`src/rtl/if_id_stage.sv`:
```
// ---------------------------------------------------------------------------
// if_id_stage
//   IF/ID pipeline register and instruction field splitter for the 5-stage
//   LEGv8 core. Captures the fetched instruction and its PC, classifies the
//   instruction format and presents the raw (not sign-extended) immediate
//   and register fields, all registered with 1-cycle latency.
//
//   Priority at every rising edge: reset > flush > stall > capture.
//
// Parameters
//   PC_WIDTH   width of the captured program counter
//   NOP_INSTR  instruction word shown on reset, flush or bubble
//
// Ports
//   clk, reset          rising-edge clock, synchronous active-high reset
//   stall               hold every output register
//   flush               load a bubble, PC held
//   in_valid/in_instr/in_pc   fetch-side instruction, PC and validity
//   out_valid/out_instr/out_pc registered instruction, PC and validity
//   out_fmt             0 NONE, 1 R, 2 I, 3 D, 4 B, 5 CB
//   out_illegal         valid instruction with an unrecognised opcode
//   imm9/imm12/imm19/imm26   raw offset / immediate slices
//   rd_rt, rn, rm       raw register specifier slices
//
// Optional feature (macro IF_ID_PERF_CNT_EN)
//   Adds 32-bit wrapping counters stall_cnt, flush_cnt, bubble_cnt that count
//   the edges where stall, flush or an invalid-fetch capture is the winning
//   action. Reset clears them.
// ---------------------------------------------------------------------------
module if_id_stage #(
  parameter int unsigned PC_WIDTH  = 64,
  parameter logic [31:0] NOP_INSTR = 32'h0000_0000
) (
  input  logic                clk,
  input  logic                reset,
  input  logic                stall,
  input  logic                flush,
  input  logic                in_valid,
  input  logic [31:0]         in_instr,
  input  logic [PC_WIDTH-1:0] in_pc,
  output logic                out_valid,
  output logic [31:0]         out_instr,
  output logic [PC_WIDTH-1:0] out_pc,
  output logic [2:0]          out_fmt,
  output logic                out_illegal,
  output logic [8:0]          imm9,
  output logic [11:0]         imm12,
  output logic [18:0]         imm19,
  output logic [25:0]         imm26,
  output logic [4:0]          rd_rt,
  output logic [4:0]          rn,
  output logic [4:0]          rm
`ifdef IF_ID_PERF_CNT_EN
  ,
  output logic [31:0]         stall_cnt,
  output logic [31:0]         flush_cnt,
  output logic [31:0]         bubble_cnt
`endif
);

  localparam logic [2:0] FMT_NONE = 3'd0;
  localparam logic [2:0] FMT_R    = 3'd1;
  localparam logic [2:0] FMT_I    = 3'd2;
  localparam logic [2:0] FMT_D    = 3'd3;
  localparam logic [2:0] FMT_B    = 3'd4;
  localparam logic [2:0] FMT_CB   = 3'd5;

  // Format classification; checked B, CB, D, I, R so the first match wins.
  function automatic logic [2:0] decode_fmt(input logic [31:0] instr);
    logic [2:0] fmt;
    fmt = FMT_NONE;
    if ((instr[31:26] == 6'b000101) || (instr[31:26] == 6'b100101)) begin
      fmt = FMT_B;
    end else if ((instr[31:24] == 8'b10110100) || (instr[31:24] == 8'b10110101) ||
                 (instr[31:24] == 8'b01010100)) begin
      fmt = FMT_CB;
    end else if ((instr[31:21] == 11'b11111000010) || (instr[31:21] == 11'b11111000000)) begin
      fmt = FMT_D;
    end else if ((instr[31:22] == 10'b1001000100) || (instr[31:22] == 10'b1101000100)) begin
      fmt = FMT_I;
    end else begin
      case (instr[31:21])
        11'b10001011000, 11'b11001011000, 11'b10101011000, 11'b11101011000,
        11'b10001010000, 11'b10101010000, 11'b11001010000, 11'b11010011011,
        11'b11010011010: fmt = FMT_R;
        default:         fmt = FMT_NONE;
      endcase
    end
    return fmt;
  endfunction

  logic                valid_q,   valid_d;
  logic [31:0]         instr_q,   instr_d;
  logic [PC_WIDTH-1:0] pc_q,      pc_d;
  logic [2:0]          fmt_q,     fmt_d;
  logic                illegal_q, illegal_d;
  // Copy of the captured word that is forced to zero in a bubble, so the
  // field slices read zero even when NOP_INSTR is non-zero.
  logic [31:0]         field_q,   field_d;
  logic [2:0]          cap_fmt_s;

  assign cap_fmt_s = decode_fmt(in_instr);

  // Next-state selection: flush > stall > capture (reset handled in the flop).
  always_comb begin
    valid_d   = valid_q;
    instr_d   = instr_q;
    pc_d      = pc_q;
    fmt_d     = fmt_q;
    illegal_d = illegal_q;
    field_d   = field_q;
    if (flush) begin
      valid_d   = 1'b0;
      instr_d   = NOP_INSTR;
      fmt_d     = FMT_NONE;
      illegal_d = 1'b0;
      field_d   = 32'h0000_0000;
    end else if (stall) begin
      valid_d   = valid_q;
    end else if (in_valid) begin
      valid_d   = 1'b1;
      instr_d   = in_instr;
      pc_d      = in_pc;
      fmt_d     = cap_fmt_s;
      illegal_d = (cap_fmt_s == FMT_NONE);
      field_d   = in_instr;
    end else begin
      valid_d   = 1'b0;
      instr_d   = NOP_INSTR;
      pc_d      = in_pc;
      fmt_d     = FMT_NONE;
      illegal_d = 1'b0;
      field_d   = 32'h0000_0000;
    end
  end

  // Stage registers with synchronous reset.
  always_ff @(posedge clk) begin
    if (reset) begin
      valid_q   <= 1'b0;
      instr_q   <= NOP_INSTR;
      pc_q      <= '0;
      fmt_q     <= FMT_NONE;
      illegal_q <= 1'b0;
      field_q   <= 32'h0000_0000;
    end else begin
      valid_q   <= valid_d;
      instr_q   <= instr_d;
      pc_q      <= pc_d;
      fmt_q     <= fmt_d;
      illegal_q <= illegal_d;
      field_q   <= field_d;
    end
  end

  assign out_valid   = valid_q;
  assign out_instr   = instr_q;
  assign out_pc      = pc_q;
  assign out_fmt     = fmt_q;
  assign out_illegal = illegal_q;
  assign imm9        = field_q[20:12];
  assign imm12       = field_q[21:10];
  assign imm19       = field_q[23:5];
  assign imm26       = field_q[25:0];
  assign rd_rt       = field_q[4:0];
  assign rn          = field_q[9:5];
  assign rm          = field_q[20:16];

`ifdef IF_ID_PERF_CNT_EN
  logic [31:0] stall_cnt_q,  stall_cnt_d;
  logic [31:0] flush_cnt_q,  flush_cnt_d;
  logic [31:0] bubble_cnt_q, bubble_cnt_d;

  // Counter increments follow the same priority as the stage registers.
  always_comb begin
    stall_cnt_d  = stall_cnt_q;
    flush_cnt_d  = flush_cnt_q;
    bubble_cnt_d = bubble_cnt_q;
    if (flush) begin
      flush_cnt_d  = flush_cnt_q + 32'd1;
    end else if (stall) begin
      stall_cnt_d  = stall_cnt_q + 32'd1;
    end else if (!in_valid) begin
      bubble_cnt_d = bubble_cnt_q + 32'd1;
    end else begin
      bubble_cnt_d = bubble_cnt_q;
    end
  end

  // Performance counter registers, cleared by reset, wrapping naturally.
  always_ff @(posedge clk) begin
    if (reset) begin
      stall_cnt_q  <= 32'd0;
      flush_cnt_q  <= 32'd0;
      bubble_cnt_q <= 32'd0;
    end else begin
      stall_cnt_q  <= stall_cnt_d;
      flush_cnt_q  <= flush_cnt_d;
      bubble_cnt_q <= bubble_cnt_d;
    end
  end

  assign stall_cnt  = stall_cnt_q;
  assign flush_cnt  = flush_cnt_q;
  assign bubble_cnt = bubble_cnt_q;
`endif

endmodule

```
`config.mk`:
```
export PLATFORM = sky130hd
export DESIGN_NAME = if_id_stage
export DESIGN_NICKNAME = d
export VERILOG_FILES = /design/src/rtl/if_id_stage.sv
export SDC_FILE = /design/constraint.sdc
export NUM_CORES = 1
export LEC_CHECK = 0
export ABC_AREA = 1
export BUFFER_PORTS_ARGS = -buffer_cell sky130_fd_sc_hd__buf_2
export CORE_MARGIN = 4
export CORE_UTILIZATION = 37
export DETAILED_ROUTE_END_ITERATION = 8
export PLACE_DENSITY_LB_ADDON = 0.3
export SLEW_MARGIN = 15
export SYNTH_ARGS = -nofsm -noshare
export SYNTH_HDL_FRONTEND = slang
export SYNTH_SLANG_ARGS = --single-unit
```
`constraint.sdc`:
```
create_clock -name clk -period 0.8 [get_ports clk]
set_input_delay 0 -clock clk [delete_from_list [all_inputs] [get_ports clk]]
set_output_delay 0 -clock clk [all_outputs]
set_load 0.03 [all_outputs]
```
### Word level (Yosys, flattened, before mapping)

Cells that the tools add are included.

* flip-flop bits (word level): 101
* input port bits: 101
* word-level logic and storage cells: 43
* output and inout port bits: 182

* muxes and demuxes: 9
* equality and inequality tests: 18
* reduce and logical (&&, ||, !) cells: 9
* bitwise logic cells: 2

Operators by type and width (count)
* equality test 11 bit (second input constant): 11
* 2-to-1 mux 32 bit: 1
* equality test 10 bit (second input constant): 2
* equality test 8 bit (second input constant): 2
* 2-to-1 mux 3 bit: 3
* OR reduction 9 bit: 1
* equality test 8 x 7 -> 1 bit (second input constant): 1
* equality test 6 x 3 -> 1 bit (second input constant): 1
* equality test 6 bit (second input constant): 1
* logical OR 1 bit: 5
* 2-to-1 mux 2 bit: 2
* zero test 3 bit: 1
* 2-to-1 mux 1 bit: 3
* NOT 1 bit: 2
* AND reduction 2 bit: 1
* OR reduction 2 bit: 1

### Logic depth before layout (Yosys ltp)

* depth after elaboration: 9
* depth in mapped cells: 9
* depth with buffers taken out: 9

### Worst setup path after synthesis

No wires, ideal clock.

* path kind: reg-to-reg
* start: register field_q[16] (netlist name)
* end: register field_q[16]
* arrival time: 777 ps
* library setup time: 70 ps
* required time: 730 ps
* buffers on the path: 0
* cell stages (with the launch flop): 3
* path slack: -47 ps
* clock period less this slack: 847 ps
* path through: dfxtp_1 nand2_1 a21oi_1

RTL lines
* end signal, assigned: line 152 `field_q <= field_d;`
* end, declared: line 99 `logic [31:0] field_q, field_d;`

### Worst setup path in the final report

* start: register field_q[16]
* end: output port imm9[4]

RTL lines
* end, declared: line 46 `output logic [8:0] imm9,`

No word-level cell between the ends.

==> results.md <==
STA:
- Setup repair after global routing could not meet its margin everywhere.
- The pin slew with the least headroom to its limit is 0.3866 ns.
- The worst setup skew after layout is 0 ns.
- The worst hold margin is 0.03241 ns.
- The highest attainable clock frequency is 1103 MHz.
- The max-slew violation count was 0.
- The routed design could run at a clock period as short as 0.9069 ns.
- The final-report hold violation count is 0.
- Headroom to the max-slew limit came out at 74.23%.
- In the post-route analysis, the smallest setup slack over all paths is -0.1069 ns.
- The setup TNS is -8.527 ns.
- Setup violations remaining at the end of the flow were counted as 169.
- Dividing the final minimum period by the clock period gives 113.4%.

Worst setup path:
- The slowest stage of the critical path belongs to the cell sky130_fd_sc_hd__dfxtp_4.
- Broken down by cell family, the worst path's largest delay share belongs to flip-flops.
- Data arrives at the worst endpoint at 0.91 ns.
- The cell count of the worst reg-to-reg path is 3.
- The setup slack of the worst register-to-register path is -0.01 ns.
- The startpoint of the worst-slack reg-to-reg timing path is field_q[4].
- The endpoint kind of the worst setup timing path is an output pin.
- The capturing point of the worst reg2reg path is field_q[4].
- Counting both buffers and inverters, the worst setup path holds a total of 1.
- The critical path goes through buf_4.
- The delay contributed by the slowest stage of the critical path is 0.40 ns.
- The required time of the critical path is 0.80 ns.
- The critical path starts at field_q[16].
- The critical path in this run is classified as reg2out.
- The kind of start point of the critical path is a register.
- In this run the worst path has a maximum fanout of 7.

Drt:
- In the routed design, unresolved DRC markers number 0.
- The first routing iteration left 280 violations.
- The final layout contains routed wiring with a total length of 16790 um.
- The average via count per standard cell is 4.933.
- The first-pass iteration count of the detailed router is 5.
- After detailed routing, the average wire length per cell comes to 16.59 um.
- The total via count in the routed design is 4992.
- The detail route stage leaves a number of antenna-violating nets equal to 0.

Clocking:
- Clock latency on the worst-skew pair, taken at its later pin, is 0.33 ns.
- The tree built by TritonCTS fans out to 101 sinks.
- The maximum level of the CTS H-tree is 3.
- The clock tree buffer depth is 2.
- The tree is rooted in a sky130_fd_sc_hd__clkbuf_16.
- The total CTS buffers is 9.
- TritonCTS built the clock tree.
- After clock tree synthesis, the clock-pin slew on the worst setup and hold paths is 0.07 ns.

GRT:
- The total global-route track usage is 23.31%.
- The first global-routing pass estimated 24900 um of wire.
- The number of antenna violations at the first check in global routing is 0.
- The number of global-route vias before repair was 5036.
- The global route total overflow is 0.
- Entering global routing, the biggest net connects 43 pins.

Die:
- The region available for standard cell placement spans 11370 um^2.
- The floorplan step set the die width to 115.5 um.
- The die area is 13350 um^2.
- The count of boundary I/O pins is 283.
- For this configuration, the core starts out at a cell density of 37.64%.
- The initialized floorplan defines 39 standard-cell rows.
- The die boundary height is 115.5 um.

Min path:
- For hold timing, the worst endpoint is field_q[21].
- The worst min-delay path startpoint is in_instr[21].
- The type of the tightest min-delay check is in2reg.
- The worst hold path was traced through 4 stages.

Power and ir drop:
- The leakage component of the power is 3.665 nW.
- Dividing total power by cell area gives a power density of 1620 nW/um^2.
- The worst IR drop on VDD is 1188 uV.

Synth:
- In this run the cell area of the synthesized design comes to 4279 um^2.
- Synthesis produced a netlist with a net count of 672.
- In this run the mean area of a mapped cell was 7.494 um^2.
- The post-synthesis sequential element count is 101.
- The register area share after synthesis is 47.25%.
- The post-synthesis cell type count is 21.
- The Yosys warning count is 0.
- The instance count of the mapped netlist is 571.

Cells and area:
- The fraction of final layout cells with drive strength greater than 1 is 49.14%.
- The final layout contains 965 nets.
- After routing the design area is 7849 um^2.
- 0 antenna diodes ended up in the layout.
- Relative to the synthesized area, the layout overhead comes to 83.42%.
- Cells fill 69.03% of the core in the end.

Run:
- The number of max-cap violations is 0.

Run status:
- The final reports fail on setup timing.
- The flow ran to the end, but the final reports show violations.

Placed design:
- The number of port buffers is 282.
- Detailed placement ended at an HPWL of 9241 um.
- Routability-driven placement finished with a final weighted congestion of 0.8253.
- Summing all placed instances gives a cell area of 5355 um^2.
## logic make-up (layout without fill, tap and decap cells)
| group | count (synthesis) | after routing | synth area share (%) |
|---|---|---|---|
| AOI/OAI and AO/OA | 104 | 104 | 12.34 |
| buffers and inverters | 124 | 422 | 18.57 |
| DFF | 101 | 101 | 47.25 |
| and+or+nand+nor | 242 | 242 | 21.84 |
## through the flow
| stage | setup slack, ns | std cells | power, W |
|---|---|---|---|
| 2_1_floorplan | 0.006204 | 571 | 0.006784 |
| 3_3_place_gp | -0.1590 | 902 | 0.007465 |
| 3_5_place_dp | -0.2087 | 902 | 0.007498 |
| 4_1_cts | -0.1028 | 1011 | 0.01272 |
| 5_1_grt | -0.1349 | 1012 | 0.01320 |
| 6_report | -0.1069 | 1012 | 0.01271 |
## synth_stat cells
cell type                  number  area (um^2)
sky130_fd_sc_hd__a21oi_1       37        185.2
sky130_fd_sc_hd__a21oi_2        2        17.52
sky130_fd_sc_hd__buf_1          1        3.750
sky130_fd_sc_hd__buf_2          8        40.04
sky130_fd_sc_hd__buf_4         85        638.1
sky130_fd_sc_hd__clkbuf_1      17        63.81
sky130_fd_sc_hd__clkinv_1       1        3.750
sky130_fd_sc_hd__dfxtp_1      101         2022
sky130_fd_sc_hd__inv_1          9        33.78
sky130_fd_sc_hd__inv_2          3        11.26
sky130_fd_sc_hd__nand2_1       89        334.1
sky130_fd_sc_hd__nand3_1        4        20.02
sky130_fd_sc_hd__nand3_2        1        10.01
sky130_fd_sc_hd__nand3b_1       1        7.510
sky130_fd_sc_hd__nand4_1        1        6.260
sky130_fd_sc_hd__nor2_1       142        533.0
sky130_fd_sc_hd__nor2_2         1        6.260
sky130_fd_sc_hd__nor3_1         1        5.000
sky130_fd_sc_hd__o21ai_0       64        320.3
sky130_fd_sc_hd__o21ai_1        1        5.000
sky130_fd_sc_hd__or2_1          2        12.51
## timing repair
action | CTS | global route
endpoints found under the setup margin | 182 | 186
resized for setup | 417 | 43
hold buffers | 92 | 0
buffers inserted | 1 | 1
pin swaps | 0 | 1
endpoints found under the hold margin | 92 | 0
## power by group
| part | total, W | switching [W] | internal [W] |
|---|---|---|---|
| registers | 0.00548 | 0.000222 | 0.00526 |
| logic | 0.00279 | 0.00148 | 0.00131 |
| clock network | 0.00445 | 0.00198 | 0.00247 |
## layout by cell type, fill, tap and decap left out, drive strengths merged
cell / Yosys / layout
buf: 94 / 301
nor2: 143 / 143
dfxtp: 101 / 101
dlygate4sd3: 0 / 92
nand2: 89 / 89
o21ai: 65 / 65
a21oi: 39 / 39
inv: 12 / 14
clkbuf: 17 / 9
nand3: 5 / 5
clkinv: 1 / 3
or2: 2 / 2
clkinvlp: 0 / 2
nand4: 1 / 1
nor3: 1 / 1
nand3b: 1 / 1
bufinv: 0 / 1
## area by class of cell
class | count | area [um^2]
repair buffers | 393 | 3628
fillers | 757 | 3521
flip-flops and latches | 101 | 2211
multi-input cells | 346 | 1474
clock buffers | 9 | 225.2
well taps | 143 | 178.9
clock inverters | 7 | 82.58
inverters | 13 | 48.80
## state kept, by name, summed over array words and instances (netlist names)
register and count:
out_pc 64, field_q 32, out_fmt 3, out_illegal 1
out_valid 1
## layer usage
metal,vias up,global-route usage [%],part of all wire [%]
li1,2308,-,-
met5,-,0,0
met2,282,41.59,51
met4,0,13.62,4.7
met1,2337,23.78,35
met3,65,7.572,9.7
## worst max-delay path by stage
| stage | cells past startpoint | endpoint | slack, ns |
|---|---|---|---|
| floorplan | 2 | field_q[23] | 0.006 |
| global placement | 9 | out_illegal | -0.16 |
| detailed placement | 6 | out_pc[29] | -0.21 |
| CTS | 1 | out_instr[16] | -0.10 |
| global route | 1 | imm19[15] | -0.13 |
| finish | 1 | imm9[4] | -0.11 |
Note: power is estimated with default switching activity, not from simulation.
